File: config.mk
export PLATFORM = sky130hd
export DESIGN_NAME = hslp_pipe_mul
export DESIGN_NICKNAME = d
export VERILOG_FILES = /design/src/rtl/hslp_pipe_mul.sv
export SDC_FILE = /design/constraint.sdc
export NUM_CORES = 1
export LEC_CHECK = 0
export ABC_CLOCK_PERIOD_IN_PS = 5870
export CORE_MARGIN = 2
export CORE_UTILIZATION = 30
export DETAILED_ROUTE_END_ITERATION = 10
export DONT_BUFFER_PORTS = 1
export GPL_ROUTABILITY_DRIVEN = 0
export REMOVE_ABC_BUFFERS = 1
export SLEW_MARGIN = 0
export SYNTH_ARGS = -nofsm -noshare
export SYNTH_HDL_FRONTEND = slang
export SYNTH_SLANG_ARGS = --single-unit
export TNS_END_PERCENT = 5
File: constraint.sdc
create_clock -name clk -period 5.87 [get_ports clk]
set_input_delay 1.174 -clock clk [delete_from_list [all_inputs] [get_ports clk]]
set_output_delay 1.174 -clock clk [all_outputs]
set_load 0.005 [all_outputs]
File: src/rtl/hslp_pipe_mul.sv
// 3-stage valid/ready W x W unsigned multiplier built from four (W/2)x(W/2) sub-products, each optionally
// truncated per beat via a mode tag. Define HSLP_COMP_EN to add +2^(TRUNC-1) bias to truncated sub-products.
module hslp_pipe_mul #(
  parameter int unsigned W     = 8,
  parameter int unsigned TRUNC = 2
) (
  input  logic           clk,
  input  logic           rst,
  input  logic           in_valid,
  output logic           in_ready,
  input  logic [W-1:0]   a,
  input  logic [W-1:0]   b,
  input  logic [3:0]     mode,
  output logic           out_valid,
  input  logic           out_ready,
  output logic [2*W-1:0] prod,
  output logic [3:0]     out_mode
);
  localparam int unsigned H = W / 2;
  localparam logic [W-1:0] KEEP = {W{1'b1}} << TRUNC;
`ifdef HSLP_COMP_EN
  localparam logic [W-1:0] BIAS = (TRUNC > 0) ? (W'(1) << ((TRUNC > 0) ? TRUNC - 1 : 0)) : '0;
`endif

  function automatic logic [W-1:0] approx(input logic [W-1:0] p, input logic trunc);
`ifdef HSLP_COMP_EN
    return trunc ? ((p & KEEP) | BIAS) : p;
`else
    return trunc ? (p & KEEP) : p;
`endif
  endfunction

  logic           advance;
  logic           v1_q, v2_q, v3_q;
  logic [W-1:0]   a1_q, b1_q;
  logic [3:0]     m1_q, m2_q, m3_q;
  logic [W-1:0]   hh_q, hl_q, lh_q, ll_q;
  logic [W-1:0]   hh_d, hl_d, lh_d, ll_d;
  logic [W:0]     mid_d;
  logic [2*W-1:0] prod_q, prod_d;

  assign advance   = out_ready | ~v3_q;
  assign in_ready  = advance & ~rst;
  assign out_valid = v3_q;
  assign prod      = prod_q;
  assign out_mode  = m3_q;

  always_comb begin
    hh_d = approx(W'(a1_q[W-1:H]) * W'(b1_q[W-1:H]), m1_q[3]);
    hl_d = approx(W'(a1_q[W-1:H]) * W'(b1_q[H-1:0]), m1_q[2]);
    lh_d = approx(W'(a1_q[H-1:0]) * W'(b1_q[W-1:H]), m1_q[1]);
    ll_d = approx(W'(a1_q[H-1:0]) * W'(b1_q[H-1:0]), m1_q[0]);
  end

  // Summed at 2W bits: the carry out of bit 2W-1 is discarded, matching a 2W+1-bit sum truncated to 2W.
  always_comb begin
    mid_d  = (W+1)'(hl_q) + (W+1)'(lh_q);
    prod_d = {hh_q, {W{1'b0}}} + ((2*W)'(mid_d) << H) + (2*W)'(ll_q);
  end

  always_ff @(posedge clk) begin
    if (rst) begin
      v1_q   <= 1'b0;
      v2_q   <= 1'b0;
      v3_q   <= 1'b0;
      a1_q   <= '0;
      b1_q   <= '0;
      m1_q   <= '0;
      m2_q   <= '0;
      m3_q   <= '0;
      hh_q   <= '0;
      hl_q   <= '0;
      lh_q   <= '0;
      ll_q   <= '0;
      prod_q <= '0;
    end else if (advance) begin
      v1_q <= in_valid;
      v2_q <= v1_q;
      v3_q <= v2_q;
      if (in_valid) begin
        a1_q <= a;
        b1_q <= b;
        m1_q <= mode;
      end
      if (v1_q) begin
        hh_q <= hh_d;
        hl_q <= hl_d;
        lh_q <= lh_d;
        ll_q <= ll_d;
        m2_q <= m1_q;
      end
      if (v2_q) begin
        prod_q <= prod_d;
        m3_q   <= m2_q;
      end
    end
  end
endmodule
Word level (Yosys, flattened, before mapping) --
Index checks and enable logic that the tools add are counted.
Storage, ports and cells: register bits 79, latch bits 0, memory bits (writable) 0, ROM bits 0, input bits 24, output and inout bits 22, logic and storage cells 31, memories 0
Operators by class: add/subtract/negate cells 3, multipliers 4, div/mod/pow operators 0, $lt $le $gt $ge 0, eq/ne operators 0, shifts and indexed selects 0, multiplexer cells 4, bitwise gates (word level) 4, reductions and logical operators 3
Operators with widths (count):
- 4-bit by 4-bit multiplier with 8-bit output | 4
- 16-bit by 13-bit adder with 16-bit output | 1
- 16-bit by 8-bit adder with 16-bit output | 1
- 8-bit by 8-bit adder with 9-bit output | 1
- 2-bit 2-to-1 mux | 4
- 2-bit AND reduction | 3
- 1-bit inverter | 2
- 1-bit bitwise AND | 1
- 1-bit OR | 1

Longest topological paths before layout --
word-level depth 3, depth in mapped cells 14

Worst setup path after synthesis --
OpenSTA, ideal clock, no wires.
path type input port to output port, from input port rst, to output port in_ready, arrival 1907 ps, required time 4696 ps, path slack 2789 ps, cell stages on the path 4, buffers on the path 3, path through buf_6 clkbuf_1 clkbuf_1 nor2_1
Between the ends: cells in the longest elaborated chain, start to end 2
Ends and longest elaborated chain:
- from (decl) | RTL line 8 | input logic rst,
- 1-bit inverter | RTL line 43 | assign in_ready = advance & ~rst;
- 1-bit bitwise AND | RTL line 43
- to (decl) | RTL line 10 | output logic in_ready,
Every way passes these cells.

Worst setup path in the final report --
from register a1_q[4], to register hh_q[6]
Between the ends: cells in the longest elaborated chain, start to end 1
Ends and longest elaborated chain:
- from (decl) | RTL line 35 | logic [W-1:0] a1_q, b1_q;
- from (signal assigned) | RTL line 66 | a1_q <= '0;
- from (signal assigned) | RTL line 81 | a1_q <= a;
- 4-bit by 4-bit multiplier with 8-bit output | RTL line 49 | hh_d = approx(W'(a1_q[W-1:H]) * W'(b1_q[W-1:H]), m1_q[3]);
- to (signal assigned) | RTL line 86 | hh_q <= hh_d;
- to (decl) | RTL line 37 | logic [W-1:0] hh_q, hl_q, lh_q, ll_q;
Every way passes these cells. A chain may end at the register's enable or synchronous reset.

==> results_dict.tcl <==
set metrics [dict create \
    status "completed" \
    slew_headroom 0.437 \
    power_leakage_uw 0.00261 \
    ir_worst_vdd_mv 0.141 \
    first_pass_iters 4 \
    die_w_um 138 \
    fin_cells 881 \
    area_growth_pct 8.35 \
    crit_slowest_cell "fa_1" \
    grt_pass1_vias 4135 \
    core_area_um2 17800 \
    dpl-instance-area_um2 5550 \
    clock-sinks 79 \
    use_met1 0.176 \
    final_common_cell "nand2_1" \
    clk_path_buf_depth 2 \
    post-dp-hpwl_um 8840 \
    hold_path.class "reg -> reg" \
    htreeDepth 3 \
    syn-cell-area_um2 5420 \
    holdBufCountCts 0 \
    cp.required_ns 6.09 \
    vias 4271 \
    synth_edf_count 0 \
    gr-total-overflow 0 \
    critPathArrivalTime_ns 3.20 \
    async_reset_ff_frac 0 \
    finClkSkew_ns 0.0119 \
    clkLatencyLatePin_ns 0.36 \
    ys_ff_latch 79 \
    drt-total-wl_um 12300 \
    seq_area_frac_synth 0.292 \
    synth.avg_cell_area_um2 8.15 \
    finalMaxSlewViolations 0 \
    drv_cap 0 \
    critPathKind "reg -> reg" \
    critPathMaxFanout 9 \
    ys.flop_type "dfxtp_1" \
    io_pins 46 \
    ant_nets 0 \
    cts_tree "built" \
    hold_violations 0 \
    grt_antenna_before_repair 0 \
    layout.nets 756 \
    place_ws_ns 2.87 \
    vias_per_cell 4.85 \
    initialDrtViolationCount 186 \
    rows 49 \
    post-route-period-util 0.507 \
    setup_tns_ns 0 \
    track_usage 0.134 \
    wl_per_cell_um 13.9 \
    nFillCells 1893 \
    root_buffer "clkbuf_16" \
    netlist-cell-type-count 50 \
    crit_path_end_kind "flop" \
    design_area_um2 5880 \
    ys_warn_count 0 \
    antenna_cells 0 \
    power_density_nw_per_um2 216 \
    cts_setup_buffers 0 \
    grt_setup_unrepaired "no" \
    cts_resized 0 \
    grt-busiest-layer "met2" \
    cts.clk_slew.worst_paths_ns 0.06 \
    drc 0 \
    layout_common_cells "146 x nand2_1, 79 x dfxtp_1, 77 x a21oi_1, 67 x ha_1, 49 x and2_1" \
    syn_inst 665 \
    portBuffers 0 \
    layout-drive-gt1-share 0.0414 \
    setup_ws_ns 2.89 \
    crit_path_max_incr_delay_ns 0.56 \
    tritoncts.num_buffers 9 \
    met2_usage 0.213 \
    dieHeight_um 138 \
    grt_pass1_wl_um 20900 \
    layout_min_cycle_time_ns 2.98 \
    start_util 0.304 \
    grt_max_degree 89 \
    tightest_slew_ns 0.842 \
    final-setup-viol-count 0 \
    dp_cells 865 \
    use_met3 0.0405 \
    max_freq_mhz 336 \
    die_area_um2 19200 \
    path_cells "nand2_1 -> fa_1 -> inv_1 -> fa_1 -> inv_1 -> fa_1 -> inv_1 -> a21o_1 -> a21oi_1 -> xor2_1 -> o22ai_1" \
    cp-start-kind "flop" \
]
## Yosys cell counts (8+ instances only)
master | count | area (µm²)
nor4b_1 | 10 | 87.6
buf_2 | 8 | 40.0
nand2_1 | 146 | 548
inv_1 | 34 | 128
a21oi_1 | 77 | 385
and2_1 | 49 | 307
a21o_1 | 10 | 75.1
clkbuf_1 | 15 | 56.3
o21ai_1 | 8 | 40.0
ha_1 | 67 | 838
a211oi_1 | 11 | 82.6
xnor2_1 | 14 | 123
nor3_1 | 14 | 70.1
fa_1 | 18 | 360
nor2_1 | 29 | 109
dfxtp_1 | 79 | 1580
## worst paths after layout
path            from           to  slack, ns  cells after the start
max          a1_q[4]      hh_q[6]       2.89                     11
min          m2_q[2]  out_mode[2]       0.45                      2
max reg2reg  a1_q[4]      hh_q[6]       2.89                     11
min reg2reg  m2_q[2]  out_mode[2]       0.45                      2
## power breakdown
group	internal (µW)	switching, µW	total (µW)
Clock	373	240	613
Sequential	550	21.6	572
Combinational	31.1	54.4	85.5
Total	954	316	1270
## routing by layer
metal,vias to the layer above,part of all wire
li1,2215,-
met1,1977,0.49
met2,67,0.44
met3,12,0.047
met4,0,0.015
met5,-,0
## flip-flops by register name (all words and copies together) (netlist names)
name	cells
prod	16
a1_q	8
b1_q	8
hh_q	8
hl_q	8
lh_q	8
ll_q	8
m1_q	4
m2_q	4
out_mode	4
out_valid	1
v1_q	1
v2_q	1
## kinds of logic after synthesis
logic type | count (synthesis) | synth area share
xor gates and xnor gates | 21 | 0.0339
and+or+nand+nor | 275 | 0.238
adders and majority gates | 85 | 0.221
muxes | 7 | 0.0129
DFF | 79 | 0.292
buffers and inverters | 65 | 0.0549
AOI/OAI and AO/OA | 133 | 0.148
## critical path, delay by kind of cell (launching register included)
| kind | cells | cell delay, ns |
|---|---|---|
| AOI/OAI and AO/OA | 3 | 0.26 |
| xor gates and xnor gates | 1 | 0.14 |
| adders and majority gates | 3 | 1.57 |
| buffers and inverters | 3 | 0.20 |
| DFF | 1 | 0.53 |
| and+or+nand+nor | 1 | 0.14 |
## area by class of cell
| class | instances | area [µm²] | area share |
|---|---|---|---|
| clock buffer | 9 | 225 | 0.0383 |
| clock inverter | 7 | 96.3 | 0.0164 |
| inverter | 34 | 128 | 0.0217 |
| multi-input combinational | 521 | 3540 | 0.603 |
| sequential | 79 | 1580 | 0.269 |
| tap | 229 | 287 | 0.0488 |
| timing repair buffer | 2 | 15.0 | 0.00256 |
## stage by stage
stage                util  total power (µW)  hold slack (ns)
floorplan               -               640            0.426
global placement    0.311               670            0.437
detailed placement  0.311               671            0.442
CTS                 0.329              1290            0.451
global route        0.329              1320            0.466
finish              0.329              1270            0.449
No activity file was read; power rests on OpenSTA's default activity.
